--- src/rtl/cache_pkg.sv ---
// Shared types and helpers for the data-cache flush engine: FSM encoding,
// address-field width helpers and line-address assembly.
package cache_pkg;

  typedef enum logic [2:0] {
    ST_IDLE,
    ST_RD,
    ST_CHK,
    ST_WB,
    ST_UPD,
    ST_NXT,
    ST_DONE
  } flush_state_e;

  // Widest byte address the line_addr helper can assemble.
  localparam int MAX_ADDR_W = 64;

  function automatic int ofs_width(input int line_width);
    return $clog2(line_width / 8);
  endfunction

  function automatic int idx_width(input int num_sets);
    return $clog2(num_sets);
  endfunction

  function automatic int tag_width(input int addr_w, input int num_sets, input int line_width);
    return addr_w - idx_width(num_sets) - ofs_width(line_width);
  endfunction

  function automatic logic [MAX_ADDR_W-1:0] line_addr(
    input logic [MAX_ADDR_W-1:0] tag,
    input logic [MAX_ADDR_W-1:0] idx,
    input int                    idx_w,
    input int                    ofs_w
  );
    return (tag << (idx_w + ofs_w)) | (idx << ofs_w);
  endfunction

endpackage

--- src/rtl/flush_walker.sv ---
// Set/way walk counter for the flush engine: way-minor order, with a flag
// marking the final entry so the FSM only deals in step/last.
module flush_walker #(
  parameter int NUM_SETS = 16,
  parameter int NUM_WAYS = 2,
  parameter int IDX_W    = 4,
  parameter int WAY_W    = 1
) (
  input  logic             clk_i,
  input  logic             rst_i,
  input  logic             clr_i,
  input  logic             step_i,
  output logic [IDX_W-1:0] idx_o,
  output logic [WAY_W-1:0] way_o,
  output logic             last_o
);

  logic [IDX_W-1:0] idx_q, idx_d;
  logic [WAY_W-1:0] way_q, way_d;
  logic             last_way;

  assign last_way = (way_q == WAY_W'(NUM_WAYS - 1));
  assign last_o   = last_way && (idx_q == IDX_W'(NUM_SETS - 1));
  assign idx_o    = idx_q;
  assign way_o    = way_q;

  always_comb begin
    idx_d = idx_q;
    way_d = way_q;
    if (clr_i) begin
      idx_d = '0;
      way_d = '0;
    end else if (step_i) begin
      if (last_way) begin
        way_d = '0;
        idx_d = idx_q + IDX_W'(1);
      end else begin
        way_d = way_q + WAY_W'(1);
      end
    end
  end

  always_ff @(posedge clk_i or negedge rst_i) begin
    if (!rst_i) begin
      idx_q <= '0;
      way_q <= '0;
    end else begin
      idx_q <= idx_d;
      way_q <= way_d;
    end
  end

endmodule

--- src/rtl/dcache_flush_engine.sv ---
// Walks every set/way of the data-cache SRAM, writes valid dirty lines back to
// memory and clears dirty (and optionally valid) status behind them.
module dcache_flush_engine
  import cache_pkg::*;
#(
  parameter int  NUM_SETS   = 16,
  parameter int  NUM_WAYS   = 2,
  parameter int  LINE_WIDTH = 256,
  parameter int  ADDR_WIDTH = 32,
  localparam int OFS_W      = ofs_width(LINE_WIDTH),
  localparam int IDX_W      = idx_width(NUM_SETS),
  localparam int WAY_W      = (NUM_WAYS > 1) ? $clog2(NUM_WAYS) : 1,
  localparam int TAG_W      = tag_width(ADDR_WIDTH, NUM_SETS, LINE_WIDTH),
  localparam int CNT_W      = $clog2(NUM_SETS * NUM_WAYS) + 1
) (
  input  logic                  clk_i,
  input  logic                  rst_i,
  input  logic                  start_i,
  input  logic                  invalidate_i,
  output logic                  busy_o,
  output logic                  done_o,
  output logic [CNT_W-1:0]      wb_count_o,
  output logic [IDX_W-1:0]      sram_idx_o,
  output logic [WAY_W-1:0]      sram_way_o,
  output logic                  sram_rd_o,
  input  logic                  sram_valid_i,
  input  logic                  sram_dirty_i,
  input  logic [TAG_W-1:0]      sram_tag_i,
  input  logic [LINE_WIDTH-1:0] sram_data_i,
  output logic                  sram_upd_o,
  output logic                  sram_clr_dirty_o,
  output logic                  sram_clr_valid_o,
  output logic                  mem_enable_o,
  output logic                  mem_write_o,
  output logic [ADDR_WIDTH-1:0] mem_addr_o,
  output logic [LINE_WIDTH-1:0] mem_data_o,
  input  logic                  mem_ack_i
);

  flush_state_e          state_q, state_d;
  logic                  inv_q, inv_d;
  logic                  wbf_q, wbf_d;
  logic [CNT_W-1:0]      cnt_q, cnt_d;
  logic [ADDR_WIDTH-1:0] addr_q, addr_d;
  logic [LINE_WIDTH-1:0] data_q, data_d;
  logic                  walk_clr, walk_step, walk_last;

  flush_walker #(
    .NUM_SETS (NUM_SETS),
    .NUM_WAYS (NUM_WAYS),
    .IDX_W    (IDX_W),
    .WAY_W    (WAY_W)
  ) u_walker (
    .clk_i  (clk_i),
    .rst_i  (rst_i),
    .clr_i  (walk_clr),
    .step_i (walk_step),
    .idx_o  (sram_idx_o),
    .way_o  (sram_way_o),
    .last_o (walk_last)
  );

  always_comb begin
    state_d   = state_q;
    inv_d     = inv_q;
    wbf_d     = wbf_q;
    cnt_d     = cnt_q;
    addr_d    = addr_q;
    data_d    = data_q;
    walk_clr  = 1'b0;
    walk_step = 1'b0;
    case (state_q)
      ST_IDLE: begin
        if (start_i) begin
          inv_d    = invalidate_i;
          cnt_d    = '0;
          wbf_d    = 1'b0;
          walk_clr = 1'b1;
          state_d  = ST_RD;
        end
      end
      ST_RD: begin
        wbf_d   = 1'b0;
        state_d = ST_CHK;
      end
      ST_CHK: begin
        if (sram_valid_i && sram_dirty_i) begin
          addr_d  = ADDR_WIDTH'(line_addr(MAX_ADDR_W'(sram_tag_i), MAX_ADDR_W'(sram_idx_o),
                                          IDX_W, OFS_W));
          data_d  = sram_data_i;
          state_d = ST_WB;
        end else if (sram_valid_i && inv_q) begin
          state_d = ST_UPD;
        end else begin
          state_d = ST_NXT;
        end
      end
      ST_WB: begin
        // Acks are only meaningful here; any stray pulse elsewhere falls through.
        if (mem_ack_i) begin
          cnt_d   = cnt_q + CNT_W'(1);
          wbf_d   = 1'b1;
          state_d = ST_UPD;
        end
      end
      ST_UPD:  state_d = ST_NXT;
      ST_NXT: begin
        walk_step = 1'b1;
        state_d   = walk_last ? ST_DONE : ST_RD;
      end
      ST_DONE: state_d = ST_IDLE;
      default: state_d = ST_IDLE;
    endcase
  end

  always_ff @(posedge clk_i or negedge rst_i) begin
    if (!rst_i) begin
      state_q <= ST_IDLE;
      inv_q   <= 1'b0;
      wbf_q   <= 1'b0;
      cnt_q   <= '0;
      addr_q  <= '0;
      data_q  <= '0;
    end else begin
      state_q <= state_d;
      inv_q   <= inv_d;
      wbf_q   <= wbf_d;
      cnt_q   <= cnt_d;
      addr_q  <= addr_d;
      data_q  <= data_d;
    end
  end

  assign busy_o           = (state_q != ST_IDLE) && (state_q != ST_DONE);
  assign done_o           = (state_q == ST_DONE);
  assign wb_count_o       = cnt_q;
  assign sram_rd_o        = (state_q == ST_RD);
  assign sram_upd_o       = (state_q == ST_UPD);
  assign sram_clr_dirty_o = (state_q == ST_UPD) && wbf_q;
  assign sram_clr_valid_o = (state_q == ST_UPD) && inv_q;
  assign mem_enable_o     = (state_q == ST_WB);
  assign mem_write_o      = (state_q == ST_WB);
  assign mem_addr_o       = addr_q;
  assign mem_data_o       = data_q;

endmodule
--- config.mk ---
export PLATFORM = sky130hd
export DESIGN_NAME = dcache_flush_engine
export DESIGN_NICKNAME = d
export VERILOG_FILES = /design/src/rtl/cache_pkg.sv /design/src/rtl/flush_walker.sv /design/src/rtl/dcache_flush_engine.sv
export SDC_FILE = /design/constraint.sdc
export NUM_CORES = 1
export LEC_CHECK = 0
export CAP_MARGIN = 20
export CORE_AREA = 2 2 229 231
export DETAILED_ROUTE_END_ITERATION = 8
export DIE_AREA = 0 0 231 233
export PLACE_DENSITY = 0.59
export SYNTH_ARGS = -nofsm -noshare
export SYNTH_HDL_FRONTEND = slang
export SYNTH_HIERARCHICAL = 1
export SYNTH_SLANG_ARGS = --single-unit
--- constraint.sdc ---
create_clock -name clk_i -period 1.8 [get_ports clk_i]
set_input_delay 0.36 -clock clk_i [delete_from_list [all_inputs] [get_ports clk_i]]
set_output_delay 0.36 -clock clk_i [all_outputs]
set_load 0.01 [all_outputs]
==> run_results.csv, run 1 <==
group,metric,value,unit
outcome,outcome,"complete, but fails checks",
outcome,violations,"setup timing",
routing,routedWlPerCell,19.4,um
grt,track_usage,0.131,
critical_path,startpoint_type,"flop",
critical_path,cp_num_buf_inv,5,
power,power_leakage,8.86,nW
timing,fin_crit,1.98,ns
die,boundaryPins,593,
layout,num_antenna_cells,0,
power,powerDensity,1630,nW/um2
flow_run,maxCapViolCount,0,
routing,vias,8523,
timing,fin_skew,0.00794,ns
synthesis,synth.top_cell.area_share,0.657,
synthesis,seq_area_frac_synth,0.657,
routing,drt_iter0_markers,232,
critical_path,cp_max_fo,8,
synthesis,synth_flop_cell,"dfrtp_1",
layout,stdcell_count,2086,
synthesis,yosysMostFrequentCell,"dfrtp_1",
timing,maxSlewViolCount,0,
clock_network,cts_buffers,36,
placed_design,dp.cells,1982,
routing,drc_errors,0,
timing,rsz0062_at_grt,"true",
clock_network,cts.path.max_buffers,3,
layout,finalNetCount,1670,
power,seqPwrFrac,0.349,
timing,holdWs,0.389,ns
synthesis,synth_largest_area_cell,"dfrtp_1",
clock_network,root_buffer,"clkbuf_16",
power,switchingPower,10.0,mW
clock_network,cts_sinks,299,
routing,via_per_inst,4.09,
layout,drive_above_1_share,0.280,
die,die_area,53800,um2
routing,wl,40.4,mm
critical_path,path_class,"reg2reg",
die,die_w,231,um
critical_path,crit_family,"buffers and inverters",
timing,tightest_slew,0.547,ns
hold_path,hp-class,"in2async",
routing,firstDrtPassIters,4,
placed_design,dpl_cell_area,18400,um2
clock_network,clk_pin_slew,0.06,ns
clock_network,clk_latency,0.53,ns
placed_design,gp_congestion,0.832,
power,switching_share,0.297,
die,fp.dieH,233,um
timing,max_freq,504,MHz
timing,slew_headroom,0.635,
die,coreArea,51100,um2
grt,antenna_found_initial,0,
critical_path,slowest_delay,0.40,ns
timing,tns,-36.75,ns
power,comb_power_share,0.444,
synthesis,synth_commonest_cells,"dfrtp_1 (299), mux2_2 (205), mux2_1 (80)",
clock_network,ctsHtreeMaxLevel,2,
timing,finalHoldViolations,0,
timing,fin_ws,-0.183,ns
power,vdd_drop_max,0.000845,V
synthesis,yosysUniqueCellTypes,35,
synthesis,ys_warn_count,6,
synthesis,synth-edff-count,0,
placed_design,port_buffers,587,
power,power,33.8,mW
synthesis,netlist_area,11400,um2
synthesis,syn_area_per_cell,16.2,um2
die,initial_core_util,0.223,
layout,area_growth,81.8,%
synthesis,synthArstFlopShare,1.00,
critical_path,end_kind,"flop",
layout,final_area,20700,um2
timing,layout_worst_path_cycle_share,1.10,
critical_path,crit_arrival,2.39,ns
critical_path,slowest_stage,"dfrtp_2",
critical_path,crit_required,2.20,ns
grt,grt_pass1_vias,9164,
power,p_int,23.7,mW
grt,grt-ovfl-total,0,
synthesis,synthTopCellsByArea,"dfrtp_1 (66%), mux2_2 (20%), mux2_1 (7.9%), buf_2 (1.1%), buf_4 (0.79%)",
clock_network,cts_tree,"yes",
die,row_count,83,
layout,n_fill_cell,4841,
placed_design,place_hpwl,27.8,mm
grt,grt_pass1_wl,54.1,mm
critical_path,path_cells,"inv_2, buf_6, nor4_4, buf_6, clkbuf_16, clkbuf_16, mux2_4",
synthesis,ys_ff_latch,299,
grt,grt_max_degree,55,
power,power_frac_clock,0.206,
synthesis,synthCells,701,
timing,finalSetupViolations,329,
routing,ant_nets,0,
-- through the flow --
stage,worst slack [ns],util
after floorplan,0.138,-
after detailed placement,-0.491,0.360
after global routing,-0.253,0.405
after CTS,-0.206,0.385
final,-0.183,0.405
after global placement,-0.458,0.360
-- power groups by stage --
stage / combinational, mW / clock [mW] / sequential [mW]
global route: 15.9 / 7.51 / 12.2
CTS: 13.9 / 7.23 / 11.8
global placement: 13.6 / 0 / 11.7
floorplan: 3.52 / 0 / 13.1
detailed placement: 13.8 / 0 / 11.8
finish: 15.0 / 6.97 / 11.8
-- what timing repair did --
action,CTS,global route
hold endpoints to repair,41,0
hold buffers,1,0
buffers inserted,11,7
resized for setup,98,132
pin swaps,4,6
gates cloned,0,23
setup endpoints to repair,542,557
-- metal layers --
metal | vias to the layer above | routed length, um | global-route usage
li1 | 3827 | - | -
met5 | - | 0 | 0
met4 | 0 | 1270 | 0.0518
met1 | 4250 | 15300 | 0.139
met2 | 379 | 20300 | 0.236
met3 | 67 | 3550 | 0.0457
-- area by class of cell --
cell class | count | area, um2 | area share
flip-flops and latches | 299 | 7490 | 0.362
repair buffers | 682 | 7130 | 0.345
multi-input cells | 360 | 4080 | 0.197
clock buffers | 56 | 1070 | 0.0516
well taps | 680 | 851 | 0.0411
clock inverters | 6 | 60.1 | 0.00290
inverters | 3 | 13.8 | 0.000665
-- logic make-up (layout without fill, tap and decap cells) --
logic type / after synthesis / after routing / synth area share
adders and majority gates: 2 / 2 / 0.00220
buffers and inverters: 46 / 747 / 0.0220
xor gates and xnor gates: 7 / 7 / 0.00539
and+or+nand+nor: 40 / 40 / 0.0204
other: 1 / 5 / 0.000329
AOI/OAI and AO/OA: 21 / 21 / 0.0104
muxes: 285 / 285 / 0.282
DFF: 299 / 299 / 0.657
-- placed cells by master (no fill, tap or decap), types with 9 or more instances in the layout --
| cell type | n |
|---|---|
| mux2_4 | 94 |
| o21ai_0 | 9 |
| clkbuf_16 | 51 |
| buf_4 | 46 |
| buf_6 | 21 |
| buf_12 | 14 |
| dfrtp_1 | 293 |
| clkbuf_1 | 12 |
| mux2_1 | 67 |
| clkdlybuf4s50_1 | 547 |
| mux2_2 | 124 |
| nor2_1 | 10 |
| dlygate4sd2_1 | 31 |
-- path summary, 6_finish.rpt --
kind,start,to,slack (ns),cells after the start
max in group asynchronous,rst_i,mem_data_o[54]$_DFFE_PN0P_,0.70,3
setup / recovery,state_q[1]$_DFFE_PN0P_,mem_data_o[87]$_DFFE_PN0P_,-0.18,7
hold reg to reg,mem_data_o[249]$_DFFE_PN0P_,mem_data_o[249]$_DFFE_PN0P_,0.48,1
hold / removal,rst_i,mem_data_o[182]$_DFFE_PN0P_,0.39,2
setup reg to reg,state_q[1]$_DFFE_PN0P_,mem_data_o[87]$_DFFE_PN0P_,-0.18,7
min in group clk_i,sram_data_i[172],mem_data_o[172]$_DFFE_PN0P_,0.43,2
-- registers in the layout, summed over array words and instances (netlist names) --
name	count
u_walker/idx_o	4
wbf_q	1
state_q	3
wb_count_o	6
inv_q	1
u_walker/way_o	1
mem_addr_o	27
mem_data_o	256
Note: power is estimated with default switching activity, not from simulation.
==> run 2, diff against run 1 <==
--- a/config.mk
+++ b/config.mk
@@ -6,11 +6,10 @@
 export NUM_CORES = 1
 export LEC_CHECK = 0
 export CAP_MARGIN = 20
-export CORE_AREA = 2 2 229 231
+export CORE_AREA = 8 8 222 224
 export DETAILED_ROUTE_END_ITERATION = 8
-export DIE_AREA = 0 0 231 233
-export PLACE_DENSITY = 0.59
+export DIE_AREA = 0 0 230 232
+export PLACE_DENSITY = 0.64
 export SYNTH_ARGS = -nofsm -noshare
 export SYNTH_HDL_FRONTEND = slang
-export SYNTH_HIERARCHICAL = 1
 export SYNTH_SLANG_ARGS = --single-unit
==> run_results.csv, run 2 <==
group,metric,value,unit
outcome,violations,"setup timing",
synthesis,synthTopCellsByArea,"dfrtp_1 (65%), mux2_2 (28%), buf_4 (2.1%), xor2_1 (0.46%), nor2_1 (0.39%)",
critical_path,crit_path_start,"state_q[1]$_DFFE_PN0P_",
layout,area_growth,96.4,%
layout,largest_reg_flops,256,
outcome,outcome,"complete, but fails checks",
layout,mostFrequentLayoutCells,"dfrtp_1 (299), clkdlybuf4s50_1 (284), mux2_4 (282)",
timing,tns,-23.58,ns
timing,fin_ws,-0.185,ns
grt,grt_pass1_wl,63.9,mm
layout,final_common_cell,"dfrtp_1",
die,die_area,53400,um2
critical_path,crit_required,1.44,ns
clock_network,ctsHtreeMaxLevel,2,
timing,fin_skew,0.0145,ns
grt,grt-ovfl-total,0,
critical_path,slowest_stage,"dfrtp_1",
routing,wl,46.9,mm
layout,stdcell_count,2024,
layout,seq_area,7480,um2
routing,firstDrtPassIters,4,
routing,via_per_inst,4.32,
die,coreArea,45900,um2
grt,grt_max_degree,45,
synthesis,ys_warn_count,0,
clock_network,clk_latency,0.54,ns
routing,drt_iter0_markers,245,
routing,drc_errors,0,
synthesis,synth_largest_area_cell,"dfrtp_1",
synthesis,yosysUniqueCellTypes,34,
die,row_count,79,
grt,antenna_found_initial,1,
timing,finalHoldViolations,0,
routing,routedWlPerCell,23.2,um
critical_path,path_cells,"and2b_1, or3_4, buf_6",
layout,drive_above_1_share,0.330,
timing,max_freq,504,MHz
routing,dr_wl_met2,23.1,mm
timing,finalSetupViolations,255,
routing,route.met3.wl,5.07,mm
critical_path,slowest_delay,0.39,ns
placed_design,port_buffers,587,
clock_network,cts_sinks,299,
critical_path,end_kind,"output port",
die,die_w,230,um
synthesis,synth.top_cell.area_share,0.655,
synthesis,yosysMostFrequentCell,"dfrtp_1",
synthesis,synth_flop_cell,"dfrtp_1",
timing,fin_crit,1.98,ns
critical_path,path_class,"reg2out",
routing,wl_met1,17.8,mm
power,power_leakage,12.5,nW
clock_network,cts_tree,"yes",
die,initial_core_util,0.249,
flow_run,maxCapViolCount,0,
routing,top_layer,"met5",
timing,rsz0062_at_grt,"true",
grt,grt_pass1_vias,9814,
critical_path,r2r-end,"mem_data_o[224]$_DFFE_PN0P_",
synthesis,synthCells,698,
timing,maxSlewViolCount,0,
timing,holdWs,0.335,ns
placed_design,dpl_cell_area,18400,um2
critical_path,crit_arrival,1.62,ns
layout,final_area,22500,um2
power,vdd_drop_max,0.00102,V
placed_design,dp.cells,1906,
layout,finalNetCount,1681,
clock_network,cts.path.max_buffers,3,
synthesis,syn_area_per_cell,16.4,um2
clock_network,cts_buffers,35,
layout,n_fill_cell,3829,
synthesis,seq_area_frac_synth,0.655,
placed_design,dp_slack,-0.425,ns
synthesis,netlist_area,11400,um2
layout,post-route-util,0.489,
clock_network,clk_pin_slew,0.06,ns
placed_design,gp_congestion,0.786,
die,fp.dieH,232,um
synthesis,synthArstFlopShare,1.00,
synthesis,synth_commonest_cells,"dfrtp_1 (299), mux2_2 (285), buf_4 (32)",
routing,ant_nets,0,
clock_network,root_buffer,"clkbuf_16",
hold_path,hp-class,"in2async",
critical_path,r2r_slack,-0.16,ns
placed_design,place_hpwl,30.7,mm
timing,layout_worst_path_cycle_share,1.10,
power,power,35.2,mW
die,boundaryPins,593,
critical_path,timing.rr.start,"state_q[0]$_DFFE_PN0P_",
power,powerDensity,1570,nW/um2
synthesis,synth-edff-count,0,
routing,vias,8749,
critical_path,startpoint_type,"flop",
layout,multi_input_area,4750,um2
synthesis,ys_ff_latch,299,
grt,track_usage,0.155,
critical_path,reg2reg_depth,7,
critical_path,cp_max_fo,4,
[run 2: changes by cell type in the layout (fill, tap and decap cells not counted), sizes merged, moves of 3 or more]
cell           change
clkdlybuf4s50    -263
dlymetal6s2s     +258
buf               +11
clkbuf             -5
dlygate4sd2        +5
clkinv             +4
and3               -3
[run 2: cell type report]
type                       instances  area share
timing repair buffer             697       0.370
antenna                            1    0.000111
sequential                       299       0.333
clock inverter                    11     0.00507
multi-input combinational        357       0.211
clock buffer                      49      0.0459
tap                              607      0.0338
inverter                           3    0.000502
[run 2: per-layer routing]
layer	up-vias	track usage
li1	3847	-
met1	4445	0.167
met2	399	0.261
met3	56	0.0794
met4	2	0.0521
met5	-	0
[run 2: how the worst max path moves through the flow]
stage | to | slack [ns] | cells past startpoint
after global placement | mem_data_o[106]$_DFFE_PN0P_ | -0.42 | 6
after floorplan | mem_data_o[145]$_DFFE_PN0P_ | 0.06 | 6
after global routing | busy_o | -0.28 | 3
final | busy_o | -0.18 | 3
after detailed placement | mem_data_o[110]$_DFFE_PN0P_ | -0.42 | 6
after CTS | busy_o | -0.24 | 3
[run 2: what timing repair did]
| action | 4_1_cts | 5_1_grt |
|---|---|---|
| pin swaps | 2 | 2 |
| setup buffers | 26 | 11 |
| gates resized for setup | 239 | 468 |
| endpoints found under the setup margin | 578 | 549 |
| cloned | 17 | 21 |
| hold buffers | 1 | 0 |
| endpoints found under the hold margin | 34 | 0 |
[run 2: power by group]
group | leakage, nW | internal [mW] | switching, mW | total, mW
sequential | 3.67 | 9.95 | 1.85 | 11.8
clock | 0.562 | 4.28 | 2.89 | 7.16
combinational | 8.27 | 10.3 | 5.86 | 16.2
total | 12.5 | 24.6 | 10.6 | 35.2
[run 2: logic make-up (layout without fill, tap and decap cells)]
family | Yosys count | after routing | share of synthesized area
other | 1 | 6 | 0.000328
buffers and inverters | 46 | 760 | 0.0264
AOI/OAI and AO/OA | 20 | 20 | 0.0106
DFF | 299 | 299 | 0.655
muxes | 286 | 286 | 0.282
and+or+nand+nor | 38 | 38 | 0.0196
adders and majority gates | 2 | 2 | 0.00219
xor gates and xnor gates | 6 | 6 | 0.00460
[run 2: worst max-delay path, delay by kind of cell, from the launching register on]
family                 cells  cell delay [ns]
buffers and inverters      1             0.14
flip-flops                 1             0.39
AND/OR/NAND/NOR            2             0.57
